===== src/rtl/inter_pred_idc_ctx_fifo.sv =====
// Tags inter_pred_idc bins with ctxInc/last, queues them for the CABAC engine, and flags count/sequencing errors.
// Push lands at the bin edge with head visible next cycle; full FIFO drops bins (sticky overflow) unless popped same cycle.
module inter_pred_idc_ctx_fifo #(
  parameter int DEPTH = 8,
  parameter int AW    = $clog2(DEPTH)
) (
  input  logic          clk,
  input  logic          rst_n,
  input  logic          start,
  input  logic [3:0]    nPbW,
  input  logic [3:0]    nPbH,
  input  logic [1:0]    ct_depth,
  input  logic          bin_valid,
  input  logic          bin_value,
  input  logic          done,
  input  logic [1:0]    num_bins,
  output logic          ce_valid,
  input  logic          ce_ready,
  output logic          ce_bin,
  output logic [2:0]    ce_ctx_inc,
  output logic          ce_last,
  output logic [AW:0]   level,
  output logic          busy,
  output logic          overflow,
  output logic          protocol_err
);

  typedef enum logic [1:0] {IDLE, BIN0, BIN1} state_t;

  state_t      state, state_nx, cur_state;
  logic        small_q, small_nx, cur_small;
  logic [1:0]  ctd_q, ctd_nx, cur_ctd;
  logic [1:0]  cnt_q, cnt_nx, cnt_base;
  logic        push, err_set;
  logic [4:0]  push_dat;

  // A start in the same cycle as a bin re-arms first, so the bin sees the new element's context.
  always_comb begin
    state_nx  = state;
    small_nx  = small_q;
    ctd_nx    = ctd_q;
    cnt_nx    = cnt_q;
    push      = 1'b0;
    push_dat  = 5'd0;
    err_set   = 1'b0;
    cur_state = state;
    cur_small = small_q;
    cur_ctd   = ctd_q;
    cnt_base  = cnt_q;

    if (start) begin
      small_nx  = (({1'b0, nPbW} + {1'b0, nPbH}) == 5'd12);
      ctd_nx    = ct_depth;
      cnt_nx    = 2'd0;
      state_nx  = BIN0;
      cur_state = BIN0;
      cur_small = small_nx;
      cur_ctd   = ctd_nx;
      cnt_base  = 2'd0;
      if (state != IDLE) err_set = 1'b1;
    end else if (done) begin
      if (cnt_q != num_bins) err_set = 1'b1;
      if (state != IDLE) begin
        err_set  = 1'b1;
        state_nx = IDLE;
      end
    end

    if (bin_valid) begin
      case (cur_state)
        BIN0: begin
          push   = 1'b1;
          cnt_nx = (cnt_base == 2'd3) ? 2'd3 : cnt_base + 2'd1;
          if (cur_small) begin
            push_dat = {bin_value, 3'd4, 1'b1};
            state_nx = IDLE;
          end else begin
            push_dat = {bin_value, 1'b0, cur_ctd, bin_value};
            state_nx = bin_value ? IDLE : BIN1;
          end
        end
        BIN1: begin
          push     = 1'b1;
          cnt_nx   = (cnt_base == 2'd3) ? 2'd3 : cnt_base + 2'd1;
          push_dat = {bin_value, 3'd4, 1'b1};
          state_nx = IDLE;
        end
        default: err_set = 1'b1;
      endcase
    end
  end

  always_ff @(posedge clk or negedge rst_n) begin
    if (!rst_n) begin
      state   <= IDLE;
      small_q <= 1'b0;
      ctd_q   <= 2'd0;
      cnt_q   <= 2'd0;
    end else begin
      state   <= state_nx;
      small_q <= small_nx;
      ctd_q   <= ctd_nx;
      cnt_q   <= cnt_nx;
    end
  end

  logic [4:0]  mem [DEPTH];
  logic [AW:0] wr_ptr, rd_ptr;
  logic        full, empty, pop, wr_en, drop;
  logic [4:0]  head;

  assign empty = (wr_ptr == rd_ptr);
  assign full  = (wr_ptr[AW] != rd_ptr[AW]) && (wr_ptr[AW-1:0] == rd_ptr[AW-1:0]);
  assign pop   = ce_valid & ce_ready;
  // The slot freed by a same-cycle pop is the one being written, so a full FIFO can still accept.
  assign wr_en = push & (~full | pop);
  assign drop  = push & full & ~pop;

  always_ff @(posedge clk) begin
    if (wr_en) mem[wr_ptr[AW-1:0]] <= push_dat;
  end

  always_ff @(posedge clk or negedge rst_n) begin
    if (!rst_n) begin
      wr_ptr       <= '0;
      rd_ptr       <= '0;
      overflow     <= 1'b0;
      protocol_err <= 1'b0;
    end else begin
      if (wr_en) wr_ptr <= wr_ptr + 1'b1;
      if (pop)   rd_ptr <= rd_ptr + 1'b1;
      if (drop)    overflow     <= 1'b1;
      if (err_set) protocol_err <= 1'b1;
    end
  end

  assign head       = mem[rd_ptr[AW-1:0]];
  assign ce_valid   = ~empty;
  assign ce_bin     = ce_valid & head[4];
  assign ce_ctx_inc = ce_valid ? head[3:1] : 3'd0;
  assign ce_last    = ce_valid & head[0];
  assign level      = wr_ptr - rd_ptr;
  assign busy       = (state != IDLE);

endmodule


===== config.mk =====
export PLATFORM = sky130hd
export DESIGN_NAME = inter_pred_idc_ctx_fifo
export DESIGN_NICKNAME = d
export VERILOG_FILES = /design/src/rtl/inter_pred_idc_ctx_fifo.sv
export SDC_FILE = /design/constraint.sdc
export NUM_CORES = 1
export LEC_CHECK = 0
export ABC_AREA = 0
export CAP_MARGIN = 0
export CORE_ASPECT_RATIO = 0.8
export CORE_MARGIN = 5
export CORE_UTILIZATION = 40
export CTS_CLUSTER_DIAMETER = 30
export DETAILED_ROUTE_END_ITERATION = 12
export DONT_BUFFER_PORTS = 1
export SLEW_MARGIN = 20
export SYNTH_ARGS = -nofsm -noshare
export SYNTH_HDL_FRONTEND = slang
export SYNTH_SLANG_ARGS = --single-unit
export TNS_END_PERCENT = 1

===== constraint.sdc =====
create_clock -name clk -period 4.25 [get_ports clk]
set_clock_uncertainty 0.1 [all_clocks]
set_input_delay 0.85 -clock clk [delete_from_list [all_inputs] [get_ports clk]]
set_output_delay 0.85 -clock clk [all_outputs]
set_load 0.01 [all_outputs]

==> results.env <==
CRITICALPATHCATEGORY='flip-flop to output port'
SEQ_AREA_MM2=0.00163
DIE_W_UM=102
CTS_HTREE_LEVELS=3
GRT_SETUP_UNREPAIRED='no'
CLOCK-ROOT-BUFFER='clkbuf_8'
SYNTH.CELL_AREA_MM2=0.00268
YOSYS.AREA_SHARE.ADDER_PCT=6.62
FINALSETUPTNS_NS=0
ROUTE.ANTENNA.REMAINING_NETS=0
WORST_SETUP_PATH_START_KIND='flip-flop'
NUMBER_OF_I_O_PORT_BUFFERS=0
NUM-FILL-CELLS=603
SYNTH.MUX.AREA_FRACTION_PCT=9.79
SYNTH-COMPOUND-AREA-SHARE_PCT=6.11
DOMINANT_COMBINATIONAL_CELL_FAMILY_BY_AREA_AFTER_SYNTHESIS='multiplexers'
CTS.HOLD.BUFFERS_ADDED=0
ANTENNA_FOUND_INITIAL=0
POST_DRT_VIA_CELL_RATIO=5.24
FINAL_LAYOUT_SIZE_SUFFIX_GT1_SHARE_PCT=18.6
SYN_INST=189
SWITCHING_SHARE_PCT=37.3
DRT_PRE_ANTENNA_ITERS=4
DETAIL_ROUTE.DRC_VIOLATIONS=0
ASYNC_FLOP_SHARE_PCT=29.8
CLK_LATENCY_NS=0.33
FRACTION_OF_POWER_CONSUMED_BY_COMBINATIONAL_CELLS_PCT=36.6
CRITPATHCAPTURETYPE='output port'
PERIOD_SHARE_PCT=71.4
CLOCK_SINKS=57
DRV.MAX_CAP_VIOLATION_COUNT=0
HP-CLASS='input port to asynchronous set/reset pin'
AREA_OCCUPIED_BY_MULTI_INPUT_GATES_UM2=968
FLOORPLAN.ROWS=26
ANTENNA_CELLS=0
CTS_BUFFERS=9
VDD_IR_DROP_MAX_mV=0.199
DIE_HEIGHT_UM=83.2
TRACK_USAGE_PCT=14.1
YS_DOMINANT_REG_CELL='edfxtp_1'
CLKTRANSATPATHREGS_NS=0.07
RUN_STATUS='finished, final reports clean'
FINAL_PERIOD_MINUS_WORST_SETUP_SLACK_NS=3.03
IOPINCOUNT=32
SEQ_AREA_FRAC_SYNTH_PCT=60.6
TIMING.MAX_SLEW.REL_SLACK_PCT=45.3
DIE_AREA_MM2=0.00845
TOTAL_SWITCHING_POWER_mW=0.714
WORSTPATHREQUIRED_NS=3.30
TIMING.CRITICAL_PATH.ARRIVAL_NS=2.08
POSTSYNTHREGISTERBITS=57
NUM-NETS-FINAL=231
TRITONCTS='done'
INITIAL_CORE_UTIL_PCT=41.6
GLOBAL_ROUTE_WIRE_LENGTH_BEFORE_REPAIR_UM=8660
WORST_R2R_STARTPOINT='rd_ptr[1]'
POWER.SHARE.CLOCK_PCT=22.4
POSTROUTEWIRELENGTH_UM=5230
FINALSETUPVIOLATIONS=0
COUNT_OF_WARNINGS_EMITTED_BY_YOSYS=0
MAX-CLOCK-PATH-BUFFERS=2
DRV_SLEW=0
MAXCLOCKFREQUENCY_MHz=330
NUM_VIAS=1510
CRITICAL_PATH_PEAK_FANOUT=15
CTS_POST_SETUP_BUFFERS_INSERTED=0
STARTPOINT='rd_ptr[1]'
SYNTH_CELL_TYPE_COUNT=43
SYN_TO_FINAL_GROWTH_PCT=10.3
GPL.FINAL_WEIGHTED_CONGESTION=0.811
CTS-RESIZED-GATES=0
CELLLEAKAGEPOWER_nW=1.10
FRACTION_OF_THE_MAPPED_NETLIST_AREA_IN_SIMPLE_LOGIC_GATES_PCT=9.38
POST-LAYOUT-TOTAL-POWER_mW=1.91
YOSYS-TOP-CELLS-AREA='edfxtp_1 45%, dfrtp_1 16%, mux4_2 8.4%'
INTPOWER_mW=1.20
TIGHTESTPINTRANSITION_NS=0.814
SYNTH.AVG_CELL_AREA_UM2=14.2
SYN-NUM-NETS=221
DETAILEDPLACEMENTHPWL_UM=3650
YOSYS.AREA.TOP_TYPE_SHARE_PCT=44.8
HOLD_VIOLATION_COUNT_IN_THE_FINAL_REPORT=0
POWER_DENSITY_mW_PER_MM2=647
NUMBER_OF_SYNTHESIZED_FLOPS_WITH_AN_ENABLE_PIN=40
GR-TOTAL-OVERFLOW=0
SYNTH-XOR-AREA-SHARE_PCT=4.20
DRT_FIRST_ITER_VIOLATIONS=64
CORE_REGION_AREA_MM2=0.00644
AVGROUTEDWIREPERCELL_UM=18.2
GRT_START_MAX_NET_PINS=18
POWER_FRAC_SEQ_PCT=41.1
SYNTHDOMINANTAREACELLTYPE='edfxtp_1'
GRT_PASS1_VIAS=1564
[final cells by class]
type / instances / area share (%)
flip-flops and latches: 57 / 55.0
clock buffers: 9 / 4.19
well taps: 84 / 3.55
repair buffers: 4 / 1.02
multi-input cells: 113 / 32.7
clock inverters: 7 / 1.57
inverters: 14 / 1.95
[layout by cell type (no fill, tap or decap), types with 4 or more instances in the layout]
cell type	n
inv_1	13
clkinvlp_4	4
nor2_1	10
dfrtp_1	17
nand2_1	17
ha_1	11
xnor2_1	10
nand2b_1	4
edfxtp_1	40
clkbuf_8	9
nor3_1	5
a21oi_1	11
mux4_2	10
buf_4	4
[through the flow]
| step | hold slack, ns | setup slack (ns) | cell area, um2 | std cells | util (%) |
|---|---|---|---|---|---|
| after CTS | 0.0886 | 1.14 | 2960 | 288 | 45.9 |
| final | 0.103 | 1.22 | 2960 | 288 | 45.9 |
| after floorplan | 0.366 | 1.18 | 2680 | 189 | - |
| after global routing | 0.0661 | 1.03 | 2960 | 288 | 45.9 |
| after detailed placement | 0.387 | 1.17 | 2790 | 272 | 43.3 |
| after global placement | 0.379 | 1.21 | 2790 | 272 | 43.3 |
[cell usage after synthesis (all sizes together) (2+ instances only)]
cell type	instances
xnor2	11
nand2	18
edfxtp	40
dfrtp	17
nor3b	2
a21oi	11
inv	13
nand3	3
buf	3
nand2b	4
mux2	3
nor2	10
fa	2
clkbuf	2
o21ai	3
o31a	2
mux4	10
ha	11
nor3	5
[sequential cells by signal (all words and copies together), names as in the netlist]
signal / cells
mem: 40
rd_ptr: 4
wr_ptr: 4
cnt_q: 2
ctd_q: 2
state: 2
overflow: 1
protocol_err: 1
small_q: 1
[kinds of logic after synthesis]
family,count (synthesis)
DFF,57
and+or+nand+nor,50
AOI/OAI and AO/OA,25
buffers and inverters,19
muxes,13
adders and majority gates,13
xor gates and xnor gates,12
[per-layer routing]
layer	GRT usage, %	share of wire, %	up-vias
met4	4.35	1.6	0
met1	19.1	45	737
met5	0	0	-
li1	-	-	716
met3	6.11	7.4	7
met2	20.3	46	50
[power by group through the flow]
| stage | Combinational, mW | Clock (mW) | Sequential [mW] |
|---|---|---|---|
| after floorplan | 0.604 | 0 | 0.754 |
| after global placement | 0.708 | 0 | 0.797 |
| after detailed placement | 0.716 | 0 | 0.799 |
| after CTS | 0.719 | 0.439 | 0.790 |
| after global routing | 0.780 | 0.476 | 0.800 |
| final | 0.700 | 0.428 | 0.786 |
[path summary, 6_finish.rpt]
check                               end  cells past startpoint  slack [ns]
max in group asynchronous     wr_ptr[3]                      0        3.87
max                            level[3]                      5        1.22
min reg2reg                    ctd_q[1]                      1        0.42
max reg2reg                   mem[2][2]                      6        1.44
min                        protocol_err                      0        0.10
min in group clk               ctd_q[1]                      1        0.42
[critical path: stages, from the launching register on]
cell and delay [ns]:
dfrtp_1 0.78, inv_1 0.10, ha_1 0.33, a21o_1 0.16
a21oi_1 0.17, xnor2_1 0.20
No activity file was read; power rests on OpenSTA's default activity.
